==> src/rtl/gt_sched.sv <==
// Round-robin sharing of the global-time latch between NREQ trigger requesters.
// Each rising trigger freezes {gtin, phase} privately; a one-slot stage drains them.
module gt_sched #(
  parameter int NREQ = 4,
  parameter int SRCW = 2
) (
  input  logic              adcclk,
  input  logic              reset,
  input  logic [21:0]       gtin,
  input  logic [2:0]        phase,
  input  logic [NREQ-1:0]   trig,
  output logic [24:0]       ts_data,
  output logic [SRCW-1:0]   ts_src,
  output logic              ts_valid,
  input  logic              ts_ready,
  output logic [NREQ-1:0]   busy,
  output logic [15:0]       lost,
  input  logic              lost_clr
);

  localparam logic [15:0] LOST_MAX = 16'hFFFF;

  logic [NREQ-1:0] trig_d_q;
  logic [NREQ-1:0] busy_q, busy_d;
  logic [24:0]     hold_q [NREQ];
  logic [24:0]     hold_d [NREQ];
  logic [24:0]     ts_data_q, ts_data_d;
  logic [SRCW-1:0] ts_src_q, ts_src_d;
  logic            ts_valid_q, ts_valid_d;
  logic [SRCW-1:0] ptr_q, ptr_d;
  logic [15:0]     lost_q, lost_d;

  logic [NREQ-1:0] trig_rise, cap, lost_edge;
  logic            slot_free, found, grant_vld;
  logic [SRCW-1:0] grant_idx;
  logic [4:0]      n_lost;
  logic [16:0]     lost_sum;

  function automatic logic [SRCW-1:0] wrap_idx(input int a);
    return (a >= NREQ) ? SRCW'(a - NREQ) : SRCW'(a);
  endfunction

  assign trig_rise = trig & ~trig_d_q;
  assign slot_free = ~ts_valid_q | ts_ready;
  assign grant_vld = found & slot_free;

  // First busy hold at or above ptr, wrapping around.
  always_comb begin
    // NOTE: every output of a combinational block gets a default first, so no path leaves it unassigned and no latch is inferred.
    found     = 1'b0;
    grant_idx = '0;
    for (int k = 0; k < NREQ; k++) begin
      if (!found && busy_q[wrap_idx(int'(ptr_q) + k)]) begin
        found     = 1'b1;
        grant_idx = wrap_idx(int'(ptr_q) + k);
      end
    end
  end

  // A hold being granted this cycle may be refilled by an edge in the same cycle.
  always_comb begin
    busy_d = busy_q;
    hold_d = hold_q;
    cap    = '0;
    for (int i = 0; i < NREQ; i++) begin
      cap[i] = trig_rise[i] & (~busy_q[i] | (grant_vld && grant_idx == SRCW'(i)));
      if (cap[i]) begin
        busy_d[i] = 1'b1;
        hold_d[i] = {gtin, phase};
      end else if (grant_vld && grant_idx == SRCW'(i)) begin
        busy_d[i] = 1'b0;
      end
    end
  end

  assign lost_edge = trig_rise & ~cap;

  always_comb begin
    n_lost = '0;
    for (int i = 0; i < NREQ; i++) begin
      n_lost = n_lost + 5'(lost_edge[i]);
    end
    lost_sum = {1'b0, lost_q} + 17'(n_lost);
    if (lost_clr)          lost_d = '0;
    else if (lost_sum[16]) lost_d = LOST_MAX;
    else                   lost_d = lost_sum[15:0];
  end

  always_comb begin
    ts_data_d  = ts_data_q;
    ts_src_d   = ts_src_q;
    ts_valid_d = ts_valid_q;
    ptr_d      = ptr_q;
    if (grant_vld) begin
      ts_data_d  = hold_q[grant_idx];
      ts_src_d   = grant_idx;
      ts_valid_d = 1'b1;
      ptr_d      = (int'(grant_idx) == NREQ - 1) ? '0 : grant_idx + 1'b1;
    end else if (slot_free) begin
      ts_valid_d = 1'b0;
    end
  end

  // trig_d resets high so a trigger already asserted through reset is not an edge.
  always_ff @(posedge adcclk or posedge reset) begin
    if (reset) begin
      trig_d_q   <= '1;
      busy_q     <= '0;
      ts_data_q  <= '0;
      ts_src_q   <= '0;
      ts_valid_q <= 1'b0;
      ptr_q      <= '0;
      lost_q     <= '0;
      // NOTE: the holds are a handful of flops, not a RAM, so they take the async reset like the rest of the state.
      for (int i = 0; i < NREQ; i++) hold_q[i] <= '0;
    end else begin
      // NOTE: sequential state uses non-blocking assignments so every register samples pre-edge values.
      trig_d_q   <= trig;
      busy_q     <= busy_d;
      ts_data_q  <= ts_data_d;
      ts_src_q   <= ts_src_d;
      ts_valid_q <= ts_valid_d;
      ptr_q      <= ptr_d;
      lost_q     <= lost_d;
      for (int i = 0; i < NREQ; i++) hold_q[i] <= hold_d[i];
    end
  end

  assign ts_data  = ts_data_q;
  assign ts_src   = ts_src_q;
  assign ts_valid = ts_valid_q;
  assign busy     = busy_q;
  assign lost     = lost_q;

endmodule

==> config.mk <==
export PLATFORM = sky130hd
export DESIGN_NAME = gt_sched
export DESIGN_NICKNAME = d
export VERILOG_FILES = /design/src/rtl/gt_sched.sv
export SDC_FILE = /design/constraint.sdc
export NUM_CORES = 1
export LEC_CHECK = 0
export ABC_AREA = 1
export CAP_MARGIN = 20
export CORE_AREA = 4 4 121 123
export DETAILED_ROUTE_END_ITERATION = 7
export DIE_AREA = 0 0 125 127
export GPL_TIMING_DRIVEN = 0
export PLACE_DENSITY_LB_ADDON = 0.2
export SETUP_SLACK_MARGIN = 0.2
export SLEW_MARGIN = 20
export SYNTH_ARGS = -nofsm -noshare
export SYNTH_HDL_FRONTEND = slang
export SYNTH_SLANG_ARGS = --single-unit
==> constraint.sdc <==
create_clock -name adcclk -period 5.66 [get_ports adcclk]
set_input_delay 1.132 -clock adcclk [delete_from_list [all_inputs] [get_ports adcclk]]
set_output_delay 1.132 -clock adcclk [all_outputs]
set_load 0.02 [all_outputs]
==> run_results.csv <==
group,metric,value,unit
sta,clock_skew,0.00574,ns
worst_setup_path,crit_path_end_kind,"flip-flop",
clock_tree,clkTransAtPathRegs,0.06,ns
place,dp_hpwl,13500,um
clock_tree,cts_max_level,4,
yosys,yosys_register_bits,154,
worst_setup_path,cp-start-kind,"input port",
grt,overflow,0,
yosys,synth_nets,1010,
clock_tree,cts_buffers,17,
die,die_w,125,um
yosys,yosysWarnings,0,
worst_setup_path,path_class,"input port to flip-flop",
yosys,ys_types,34,
run,drv_cap,0,
finish,num_antenna_cells,0,
sta,final-setup-viol-count,0,
clock_tree,cts_buffer_depth,2,
clock_tree,post_cts_buffers,0,
yosys,synthCells,971,
sta,fmax,200,MHz
routing,dr.pass1.iters,5,
worst_setup_path,critical_path_required,5.97,ns
power,leakage,0.00486,uW
sta,holdWs,0.465,ns
clock_tree,tritoncts_num_sinks,154,
finish,fillers,1115,
yosys,synthesis.area,0.00766,mm2
routing,drtAntennaViolNets,0,
sta,hold_viol,0,
die,io_pins,81,
routing,vias,6711,
place,portBuffers,80,
outcome,outcome,"finished, final reports clean",
grt,grt_pass1_vias,6515,
die,initial_core_util,56.1,%
grt,antenna_found_initial,0,
finish,fin_nets,1110,
yosys,synth-seq-area-share,50.4,%
routing,wl_per_cell,15.9,um
sta,finalWorstSetupSlack,0.654,ns
sta,min_period,5.01,ns
worst_setup_path,critPathArrivalTime,5.32,ns
routing,viasPerCell,5.31,
sta,relSlewSlack,48.9,%
sta,worst_slew_pin_slew,0.764,ns
die,row_count,43,
place,dp_slack,-0.384,ns
finish,drive_above_1_share,8.12,%
routing,drt_wl_total,20100,um
clock_tree,clockRootBuffer,"clkbuf_16",
grt,grt_first_pass_wirelength,33200,um
power,power,6840,uW
sta,rsz0062_at_grt,"no",
sta,post-route-period-util,88.4,%
finish,area_delta_synth_final,22.0,%
routing,drtIter0Drc,715,
die,core,0.0137,mm2
die,dieArea,0.0159,mm2
clock_tree,cts-hold-fix-buffers,0,
place,dp.cells,1232,
sta,drv_slew,0,
finish,fin_cells,1264,
grt,grt_max_degree,105,
grt,gr-usage-all-layers,26.4,%
routing,drc_errors,0,
clock_tree,cts_tree,"built",
power,power_density,732,mW/mm2
yosys,syn_avg_cell_area,7.89,um2
place,place.gp.congestion,0.844,
die,die_h,127,um
clock_tree,insertion_delay,0.43,ns
power,ir_drop,349,uV
worst_setup_path,cp_max_fo,10,
min_path,hold_path.class,"flip-flop to flip-flop",
-- sequential cells by signal, indices dropped and copies added, names as in the netlist --
signal,cells
lost,16
ts_valid,1
busy,4
hold_q,100
ts_data,25
trig_d_q,4
ts_src,2
ptr_q,2
-- power breakdown --
group	switching, uW	internal [uW]	leakage (uW)
Sequential	246	1580	0.00193
Clock	445	750	0.000303
Combinational	2510	1310	0.00263
Total	3200	3640	0.00486
-- cells in the mapped netlist (all sizes together) --
master / count / share of area [%]
nand3: 116 / 8.0
dfstp: 4 / 1.4
or2: 1 / 0.082
fa: 3 / 0.78
a211oi: 1 / 0.098
inv: 113 / 5.6
nand3b: 52 / 5.1
xnor2: 3 / 0.34
a31oi: 1 / 0.082
nand4: 2 / 0.16
nor2: 19 / 1.0
buf: 28 / 2.3
nand2: 365 / 18
nor3: 7 / 0.52
dfrtp: 150 / 49
xor2: 5 / 0.57
o21ai: 65 / 4.3
ha: 3 / 0.49
o21a: 1 / 0.098
a21oi: 9 / 0.59
clkbuf: 23 / 1.1
-- critical path: stages --
cell and delay (ns):
clkdlybuf4s50_1 0.47, inv_1 0.05, nor2_2 0.42, clkbuf_2 0.41, nand3_1 0.17, fa_1 0.51
inv_1 0.06, fa_1 0.46, fa_1 0.42, nand2_1 0.09, nor2_1 0.06, nand3_1 0.14
nor2_1 0.10, nand2_1 0.13, inv_1 0.06, nand3_1 0.12, clkbuf_2 0.25, nand2_1 0.07
o21ai_0 0.15, inv_1 0.05
-- placed cells by master, fill, tap and decap left out, types with 2 or more instances in the layout --
cell	synthesis	final
nand3_4	2	2
buf_2	21	21
clkbuf_1	23	24
o21ai_0	47	47
dfstp_2	4	4
xnor2_1	3	3
clkbuf_16	0	17
a21oi_1	9	9
inv_2	5	5
inv_1	107	106
nand2_1	356	356
nor3_1	6	6
clkinv_2	0	3
clkbuf_2	0	2
nand4_1	2	2
clkbuf_8	0	5
nand3_1	113	113
nand3b_1	52	52
bufinv_16	0	3
clkdlybuf4s50_1	0	80
ha_1	3	3
nor2_1	18	17
buf_6	5	5
o21ai_1	16	16
fa_1	3	3
nand2_4	4	4
o21ai_2	2	2
dfrtp_1	150	150
xor2_1	5	5
nand2_2	5	5
-- metrics by stage --
stage / TNS (ns) / util [%] / area [um2]
finish: 0 / 68.4 / 9350
CTS: 0 / 68.4 / 9340
detailed placement: -2.77 / 63.8 / 8720
global placement: -265.70 / 63.6 / 8690
floorplan: 0 / - / 7660
global route: 0 / 68.4 / 9350
-- kinds of logic after synthesis --
| family | synth area share [%] |
|---|---|
| xor+xnor | 0.914 |
| buf+inv | 8.95 |
| simple gates | 33.3 |
| fa+ha+maj | 1.27 |
| compound gates | 5.21 |
| flops | 50.4 |
-- path summary, 6_finish.rpt --
check / cells past startpoint / startpoint / slack, ns / endpoint
worst max-delay path: 20 / trig[2] / 0.65 / lost[11]
worst min-delay path: 2 / hold_q[54] / 0.46 / hold_q[54]
worst max register to register: 31 / ptr_q[0] / 0.70 / lost[11]
worst min register to register: 2 / hold_q[54] / 0.46 / hold_q[54]
max in group asynchronous: 3 / reset / 3.73 / hold_q[75]
min in group asynchronous: 2 / reset / 1.11 / hold_q[32]
-- final cells by class --
cell class | count | area, um2 | area share (%)
clock buffers | 25 | 505 | 5.41
flip-flops and latches | 154 | 3860 | 41.3
multi-input cells | 653 | 3120 | 33.4
clock inverters | 7 | 113 | 1.20
repair buffers | 81 | 828 | 8.86
inverters | 113 | 434 | 4.65
well taps | 180 | 225 | 2.41
plain buffers | 51 | 262 | 2.80
-- routing by layer --
layer	track usage, %	wire (um)	share of wire (%)	vias to the layer above
met5	0	0	0	-
met4	9.50	397	2.0	0
met3	5.69	1390	6.9	32
met2	42.2	9560	48	234
met1	36.0	8750	44	3194
li1	-	-	-	3251
-- repair_timing --
item / 4_1_cts / 5_1_grt
endpoints found under the setup margin: 3 / 10
resized for setup: 1 / 4
endpoints found under the hold margin: 0 / 0
(Power assumes the default switching activity.)
